--- config.mk ---
export PLATFORM = sky130hd
export DESIGN_NAME = kmeans_assign_ctrl
export DESIGN_NICKNAME = d
export VERILOG_FILES = /design/src/rtl/kmeans_assign_ctrl.sv
export SDC_FILE = /design/constraint.sdc
export NUM_CORES = 1
export LEC_CHECK = 0
export BUFFER_PORTS_ARGS = -buffer_cell sky130_fd_sc_hd__buf_2
export CAP_MARGIN = 25
export CORE_MARGIN = 5
export CORE_UTILIZATION = 26
export DETAILED_ROUTE_END_ITERATION = 7
export PLACE_DENSITY = 0.44
export SYNTH_ARGS = -nofsm -noshare
export SYNTH_HDL_FRONTEND = slang
export SYNTH_SLANG_ARGS = --single-unit
--- constraint.sdc ---
create_clock -name clk -period 59.5 [get_ports clk]
set_clock_uncertainty 0.2 [all_clocks]
set_input_delay 2.975 -clock clk [delete_from_list [all_inputs] [get_ports clk]]
set_output_delay 2.975 -clock clk [all_outputs]
set_load 0.01 [all_outputs]
--- src/rtl/kmeans_assign_ctrl.sv ---
// K-means assignment sequencer: reads each point, drives the 8-way distance
// datapath, writes the nearest active center as label and counts label changes.
module kmeans_assign_ctrl #(
  parameter int DEPTH     = 1024,
  parameter int LOG_DEPTH = 10,
  parameter int WIDTH     = 16,
  parameter int DIST_W    = 33
) (
  input  logic                 clk,
  input  logic                 rst_n,
  input  logic                 start,
  input  logic [LOG_DEPTH:0]   num_points,
  input  logic [3:0]           num_centers,
  output logic                 pt_rd_en,
  output logic [LOG_DEPTH-1:0] pt_addr,
  input  logic [WIDTH-1:0]     pt_x,
  input  logic [WIDTH-1:0]     pt_y,
  input  logic [2:0]           old_label,
  output logic [WIDTH-1:0]     pointx,
  output logic [WIDTH-1:0]     pointy,
  output logic                 dist_en,
  input  logic [DIST_W-1:0]    dist0,
  input  logic [DIST_W-1:0]    dist1,
  input  logic [DIST_W-1:0]    dist2,
  input  logic [DIST_W-1:0]    dist3,
  input  logic [DIST_W-1:0]    dist4,
  input  logic [DIST_W-1:0]    dist5,
  input  logic [DIST_W-1:0]    dist6,
  input  logic [DIST_W-1:0]    dist7,
  output logic                 lbl_we,
  output logic [LOG_DEPTH-1:0] lbl_addr,
  output logic [2:0]           lbl_wdata,
  output logic                 busy,
  output logic                 done,
  output logic [LOG_DEPTH:0]   changed_cnt,
  output logic                 converged
);

  typedef enum logic [2:0] {S_IDLE, S_RD, S_DIST, S_CMP, S_DONE} state_t;

  localparam logic [LOG_DEPTH:0] MAX_PTS = (LOG_DEPTH+1)'(DEPTH);

  state_t                 state_r, state_s;
  logic [LOG_DEPTH-1:0]   idx_r;
  logic [LOG_DEPTH:0]     npts_r;
  logic [3:0]             keff_r;
  logic [2:0]             old_lbl_r;
  logic [LOG_DEPTH:0]     cnt_r;
  logic                   conv_r;
  logic [7:0][DIST_W-1:0] dvec_s;
  logic [2:0]             nearest_s;
  logic                   last_s;
  logic                   diff_s;
  logic [LOG_DEPTH:0]     cnt_next_s;

  // Active center count: 0 behaves as 1, anything above 8 behaves as 8.
  function automatic logic [3:0] clamp_k(input logic [3:0] nc);
    return (nc == 4'd0) ? 4'd1 : ((nc > 4'd8) ? 4'd8 : nc);
  endfunction

  // Unsigned argmin over the first k distances; strict compare keeps ties on the lowest index.
  function automatic logic [2:0] argmin(input logic [7:0][DIST_W-1:0] d, input logic [3:0] k);
    logic [DIST_W-1:0] best;
    logic [2:0]        sel;
    logic              take;
    best = d[0];
    sel  = 3'd0;
    for (int i = 1; i < 8; i++) begin
      take = (4'(i) < k) && (d[i] < best);
      best = take ? d[i] : best;
      sel  = take ? 3'(i) : sel;
    end
    return sel;
  endfunction

  assign dvec_s     = {dist7, dist6, dist5, dist4, dist3, dist2, dist1, dist0};
  assign nearest_s  = argmin(dvec_s, keff_r);
  assign last_s     = ({1'b0, idx_r} == (npts_r - {{LOG_DEPTH{1'b0}}, 1'b1}));
  assign diff_s     = (nearest_s != old_lbl_r);
  assign cnt_next_s = cnt_r + {{LOG_DEPTH{1'b0}}, diff_s};

  // Next-state decode.
  always_comb begin
    state_s = state_r;
    case (state_r)
      S_IDLE: begin
        if (start) begin
          state_s = (num_points != '0) ? S_RD : S_DONE;
        end else begin
          state_s = S_IDLE;
        end
      end
      S_RD:   state_s = S_DIST;
      S_DIST: state_s = S_CMP;
      S_CMP: begin
        if (last_s) begin
          state_s = S_DONE;
        end else begin
          state_s = S_RD;
        end
      end
      S_DONE:  state_s = S_IDLE;
      default: state_s = S_IDLE;
    endcase
  end

  // State register plus pass bookkeeping (index, latched params, change count).
  always_ff @(posedge clk or negedge rst_n) begin
    if (!rst_n) begin
      state_r   <= S_IDLE;
      idx_r     <= '0;
      npts_r    <= '0;
      keff_r    <= 4'd1;
      old_lbl_r <= 3'd0;
      cnt_r     <= '0;
      conv_r    <= 1'b0;
    end else begin
      state_r <= state_s;
      case (state_r)
        S_IDLE: begin
          if (start) begin
            idx_r  <= '0;
            cnt_r  <= '0;
            npts_r <= (num_points > MAX_PTS) ? MAX_PTS : num_points;
            keff_r <= clamp_k(num_centers);
            conv_r <= (num_points == '0);
          end else begin
            conv_r <= conv_r;
          end
        end
        S_DIST: old_lbl_r <= old_label;
        S_CMP: begin
          cnt_r <= cnt_next_s;
          if (last_s) begin
            conv_r <= (cnt_next_s == '0);
          end else begin
            idx_r <= idx_r + {{(LOG_DEPTH-1){1'b0}}, 1'b1};
          end
        end
        default: begin
          idx_r <= idx_r;
        end
      endcase
    end
  end

  assign pointx      = pt_x;
  assign pointy      = pt_y;
  assign pt_rd_en    = (state_r == S_RD);
  assign pt_addr     = idx_r;
  assign dist_en     = (state_r == S_DIST);
  assign lbl_we      = (state_r == S_CMP);
  assign lbl_addr    = idx_r;
  assign lbl_wdata   = (state_r == S_CMP) ? nearest_s : 3'd0;
  assign busy        = (state_r != S_IDLE);
  assign done        = (state_r == S_DONE);
  assign changed_cnt = cnt_r;
  assign converged   = conv_r;

endmodule

==> summary.txt, run 1 <==
GRT
  – GRT overflow: 0
  – Largest net degree at the start of global routing: 67
  – First-pass GRT wire length: just over 60000 µm
  – GRT Util Overall: roughly 17%
  – Vias in the first global route: 10820
  – Initial antenna violation count: 14

Synth
  – Synth Area per Inst: roughly 7.5 µm²
  – Count of state elements after synthesis: 43
  – Asr flop ratio synth: 100.0%
  – Post-synth EDFFs: 0
  – Unique masters post-synth: 68
  – Post-synthesis sequential area ratio: about a tenth
  – Synth warnings: 0
  – Mapped Area: between 10000 and 15000 µm²
  – Syn Inst Count: approximately 1400
  – Ys flop type: dfrtp_1
  – Mapped Nets: roughly 2000

Min path
  – Hold path startpoint: converged
  – Hold Path Depth: 2
  – Worst Hold End: converged
  – Hold/Removal Path Class: reg2reg

Floorplan
  – Initial core utilization: approximately a quarter
  – Die height: between 200 and 250 µm
  – Core area: approximately 41000 µm²
  – Die X: approximately 210 µm
  – Die area: roughly 46000 µm²
  – I/O pin count: between 300 and 400
  – Row cnt: 74

Placed design
  – Placed Cells: between 2000 and 2500
  – Gpl congestion: roughly 0.86
  – Placed inst area: roughly 13000 µm²
  – PortBufs: between 300 and 400
  – Post-detail-place hpwl: about 36000 µm

Clock network
  – CTS Buf Count: 5
  – Maximum clock insertion buffer count: 2
  – Worst skew pair latency: between 0.2 and 0.3 ns
  – Sink Count: 43
  – H-tree lvl count: 2
  – CTS hold repair buffers: 0
  – # resized after CTS: 0
  – CTS root buf: clkbuf_16
  – Setup Buffers After CTS: 0
  – Clock-pin slew on the worst setup and hold paths: approximately 0.060 ns
  – TritonCTS clock tree: yes

STA
  – Setup tns final: 0 ns
  – RSZ-0062 raised after global routing: false
  – Final worst path period share: between 40% and 50%
  – Setup violators final: 0
  – Hold Fails Final Rpt: 0
  – Fin crit period: about 27 ns
  – Worst-Margin Slew: ~1.0 ns
  – Max-slew headroom: 33.66%
  – Fmax: about 38 MHz
  – Max-slew violations: 0

Critical path
  – CP peak stage delay: around 0.92 ns
  – Worst reg2reg startpoint: keff_r[2]
  – Most frequent CP cell: a21oi_1
  – R2R cell count: 106
  – Crit path DAT: about 23 ns
  – Internal reg-to-reg setup slack: 36.94 ns
  – CP Max Fanout: 66
  – Slowest CP cell: nor2b_4
  – RR Endpoint: converged
  – Required time of the critical path: 56.33 ns
  – Crit. End Element: output port
  – Type of element launching the critical path: input pin
  – Setup CP Type: in2out

Final layout
  – Post-route insts no fill: around 2200
  – Design Area, Final: about 13000 µm²
  – Layout cells sized above 1: roughly a quarter
  – Final net count: around 2200
  – Layout area overhead: 19.08%

Routing
  – DRT iter0 DRCs: roughly 530
  – Pre-antenna DRT Iters: 5
  – Via density: about 4.9
  – Drt wl/cell: ~18 µm
  – Final wirelength: a little over 40000 µm
  – Drt drc: 0
  – Antenna-violating nets left: 0
  – DR vias: between 10000 and 15000

Outcome
  – Status: complete, no violations

Power
  – Lkg Pwr: 6.741 nW
  – Pwr Density: around 68 nW/µm²
  – Worst IR Drop VDD: 0.03704 mV

Run
  – Max-cap violations: 0
-- synth_stat cells (8+ instances only) --
cell type	instances	area share (%)
nand3_1	26	1.2
nor2b_1	27	1.6
a21oi_1	141	6.5
xor2_1	17	1.4
clkbuf_1	27	0.94
nor2_1	101	3.5
nand3b_1	13	0.90
o21ai_0	101	4.7
ha_1	224	26
a21oi_2	11	0.89
nor3b_1	8	0.55
o21a_1	8	0.55
buf_4	46	3.2
mux2_2	66	6.9
nand2b_1	20	1.2
mux2i_1	35	3.2
dfrtp_1	42	9.7
nor3_1	21	0.97
nor4_1	11	0.64
a21o_1	47	3.3
xnor2_1	10	0.81
inv_1	150	5.2
nand2_1	115	4.0
and3_1	12	0.69
nand4_1	45	2.6
-- logic make-up after synthesis --
group | synth area share, %
flops | 9.954
mux | 10.10
compound gates | 22.31
buf+inv | 9.815
fa+ha+maj | 25.90
simple gates | 19.73
xor+xnor | 2.185
-- layer usage --
metal,global-route usage (%),routed length (µm)
met5,0,54
met4,2.426,519
met3,2.442,1898
met2,27.56,17890
met1,24.15,20100
-- state kept, by name (all words and copies together), names as in the netlist --
name,flops
changed_cnt,11
converged,1
keff_r,4
lbl_addr,10
npts_r,11
old_lbl_r,3
state_r,3
-- cells in the final DEF, fill, tap and decap left out, types with 5 or more instances in the layout --
master / count
a21o_1: 47
a21oi_1: 141
a21oi_2: 11
and2_1: 6
and3_1: 12
and4_1: 6
buf_2: 324
buf_4: 6
clkbuf_16: 5
dfrtp_1: 42
diode_2: 8
ha_1: 224
inv_1: 150
mux2_2: 66
mux2i_1: 35
nand2_1: 115
nand2b_1: 20
nand3_1: 26
nand3b_1: 13
nand4_1: 45
nor2_1: 101
nor2b_1: 26
nor3_1: 21
nor3b_1: 8
nor4_1: 11
o2111ai_1: 6
o211a_1: 6
o211ai_1: 6
o21a_1: 8
o21ai_0: 101
o31ai_1: 5
or2_2: 6
xnor2_1: 10
xor2_1: 17
-- final cells by class --
class                           count  area, µm²
Antenna cell                        8      20.02
Clock buffer                        8      156.4
Fill cell                        4504      28130
Inverter                          150      563.0
Multi-Input combinational cell   1163       8718
Sequential cell                    43       1077
Tap cell                          532      665.6
Timing Repair Buffer              331       1687
-- per-stage QoR --
step	worst slack (ns)	utilization, %	hold slack, ns	power, mW
after global placement	33.03	30.94	0.2946	0.8425
after CTS	32.67	31.37	0.3137	0.8801
after global routing	30.70	31.39	0.3518	0.9985
after floorplan	35.88	-	0.2634	0.6541
after detailed placement	32.71	30.99	0.2968	0.8462
final	32.97	31.42	0.3027	0.8722
-- worst max path at each step --
stage                   start      endpoint  cells after the start
detailed placement  dist0[24]  lbl_wdata[0]                     97
finish              dist0[23]  lbl_wdata[0]                     99
global route        dist0[24]  lbl_wdata[0]                     97
CTS                 dist0[24]  lbl_wdata[0]                     97
floorplan            dist0[8]  lbl_wdata[0]                    104
global placement    dist0[24]  lbl_wdata[0]                     98
-- worst max-delay path: cells and delay by family --
kind / cells / cell delay (ns)
adder cells (fa/ha/maj): 7 / 1.90
AND/OR/NAND/NOR: 28 / 5.20
AO/OA/AOI/OAI: 49 / 9.08
buffers and inverters: 12 / 3.02
multiplexers: 3 / 1.08
-- power by group --
group          switching [mW]  total (mW)  internal, mW
Clock                  0.0112      0.0291        0.0179
Sequential             0.0145      0.0528        0.0383
Combinational           0.456       0.790         0.334
Note: power is estimated with default switching activity, not from simulation.
==> inputs of run 2 (changes only) <==
--- a/config.mk
+++ b/config.mk
@@ -10,7 +10,7 @@
 export CORE_MARGIN = 5
 export CORE_UTILIZATION = 26
 export DETAILED_ROUTE_END_ITERATION = 7
-export PLACE_DENSITY = 0.44
+export PLACE_DENSITY = 0.46
 export SYNTH_ARGS = -nofsm -noshare
 export SYNTH_HDL_FRONTEND = slang
 export SYNTH_SLANG_ARGS = --single-unit
==> constraint.sdc (replaced) <==
create_clock -name clk -period 23.3 [get_ports clk]
set_clock_uncertainty 0.2 [all_clocks]
set_input_delay 1.165 -clock clk [delete_from_list [all_inputs] [get_ports clk]]
set_output_delay 1.165 -clock clk [all_outputs]
set_load 0.01 [all_outputs]
==> summary.txt, run 2 (same netlist as run 1, synthesis figures left out) <==
Outcome
  – Status: complete, no violations

Clock network
  – Sink Count: 43
  – TritonCTS clock tree: yes
  – H-tree lvl count: 2
  – CTS Buf Count: 5
  – CTS root buf: clkbuf_16
  – Worst skew pair latency: 0.29 ns
  – Clock-pin slew on the worst setup and hold paths: about 0.060 ns
  – CTS hold repair buffers: 0
  – Maximum clock insertion buffer count: 2

Final layout
  – Final core utilization: a little under a third
  – Commonest cells after routing, fill and taps aside: buf_2, ha_1, inv_1
  – Layout area overhead: 21.21%
  – Most common cell after layout, fill and taps aside: buf_2
  – Design Area, Final: ~13000 µm²
  – Final net count: 2262
  – Filler cells: ~4500
  – Layout cells sized above 1: 27.08%

Routing
  – Drt wl/cell: between 15 and 20 µm
  – DR vias: between 10000 and 15000
  – Via density: ~5
  – DRT iter0 DRCs: 542
  – Final wirelength: around 42000 µm
  – Drt drc: 0
  – Pre-antenna DRT Iters: 4
  – Antenna-violating nets left: 0

Critical path
  – Crit. End Element: flop
  – CP Max Fanout: 33
  – Crit path DAT: between 20 and 25 ns
  – Worst path bufs/invs: 12
  – Most frequent CP cell: a21o_1
  – Setup CP Type: in2reg
  – Slowest CP cell: a311oi_1
  – Delay-heaviest family, CP: compound AO/OA/AOI/OAI gates
  – Critical Path Start: dist0[23]
  – CP peak stage delay: 0.79 ns
  – Type of element launching the critical path: input pin
  – Required time of the critical path: between 20 and 25 ns
  – Worst reg2reg startpoint: keff_r[3]

Run
  – Max-cap violations: 0

Power
  – Pwr Density: about 180 nW/µm²
  – Lkg Pwr: a little under 7 nW
  – Overall power: 2.330 mW
  – Worst IR Drop VDD: approximately 0.07 mV

STA
  – Hold Fails Final Rpt: 0
  – Worst-Margin Slew: ~0.94 ns
  – Max-slew headroom: 36.89%
  – Setup tns final: 0 ns
  – Setup violators final: 0
  – Final worst path period share: between 90 and 100%
  – Fmax: about 47 MHz
  – Post-route setup slack: about 1.9 ns
  – Fin crit period: 21.44 ns
  – Max-slew violations: 0
  – RSZ-0062 raised after global routing: false

Floorplan
  – I/O pin count: 389
  – Initial core utilization: approximately a quarter
  – Core area: about 41000 µm²
  – Die area: roughly 46000 µm²
  – Die height: 214.0 µm
  – Row cnt: 74
  – Die X: 214.0 µm

Placed design
  – Gpl congestion: 0.8849
  – Placed inst area: 12740 µm²
  – Post-detail-place hpwl: around 37000 µm
  – PortBufs: about 320
  – Dpl ws: approximately 0.14 ns

GRT
  – First-pass GRT wire length: between 60000 and 70000 µm
  – GRT overflow: 0
  – Initial antenna violation count: 15
  – Vias in the first global route: 10950
  – GRT Util Overall: 17.15%
  – Largest net degree at the start of global routing: 44

Min path
  – Hold path startpoint: npts_r[10]
  – Hold/Removal Path Class: reg2reg
## run 2: cell type report
class	instances	area, µm²	area share (%)
Multi-Input combinational cell	1166	8760	66.77
Timing Repair Buffer	355	1899	14.48
Sequential cell	43	1077	8.212
Tap cell	532	665.6	5.074
Inverter	150	563.0	4.292
Clock buffer	6	138.9	1.059
Antenna cell	4	10.01	0.07630
Clock inverter	1	5.005	0.03815
## run 2: worst min-delay path, delay by kind of cell (launching register included)
family / cells / cell delay [ns]
simple gates: 2 / 0.12
flops: 1 / 0.37
## run 2: metrics by stage
step,hold WS (ns),std cells
after detailed placement,0.3082,2224
after global placement,0.3072,2224
after global routing,0.3620,2255
final,0.3193,2257
after floorplan,0.2634,1439
after CTS,0.3266,2231
## run 2: report_power, final
part / internal, mW / switching, mW
clock: 0.0419 / 0.0288
sequential: 0.0979 / 0.0362
combinational: 0.918 / 1.21
## run 2: metal layers
layer | routed length, µm | up-vias | GRT usage (%)
li1 | - | 5718 | -
met1 | 19640 | 5122 | 23.23
met2 | 19730 | 263 | 29.53
met3 | 2046 | 48 | 2.908
met4 | 465 | 14 | 2.233
met5 | 83 | - | 0
## run 2: what timing repair did
item,CTS,global route
endpoints found under the setup margin,0,15
gates resized for setup,0,4
hold endpoints to repair,0,0
setup buffers,0,18
## run 2: worst paths after layout
check	to	slack, ns	depth (start not counted)
setup / recovery	converged	1.86	101
hold reg to reg	npts_r[10]	0.32	2
hold / removal	npts_r[10]	0.32	2
setup reg to reg	converged	2.93	98
max in group asynchronous	keff_r[0]	21.88	2
min in group asynchronous	changed_cnt[10]	0.50	1
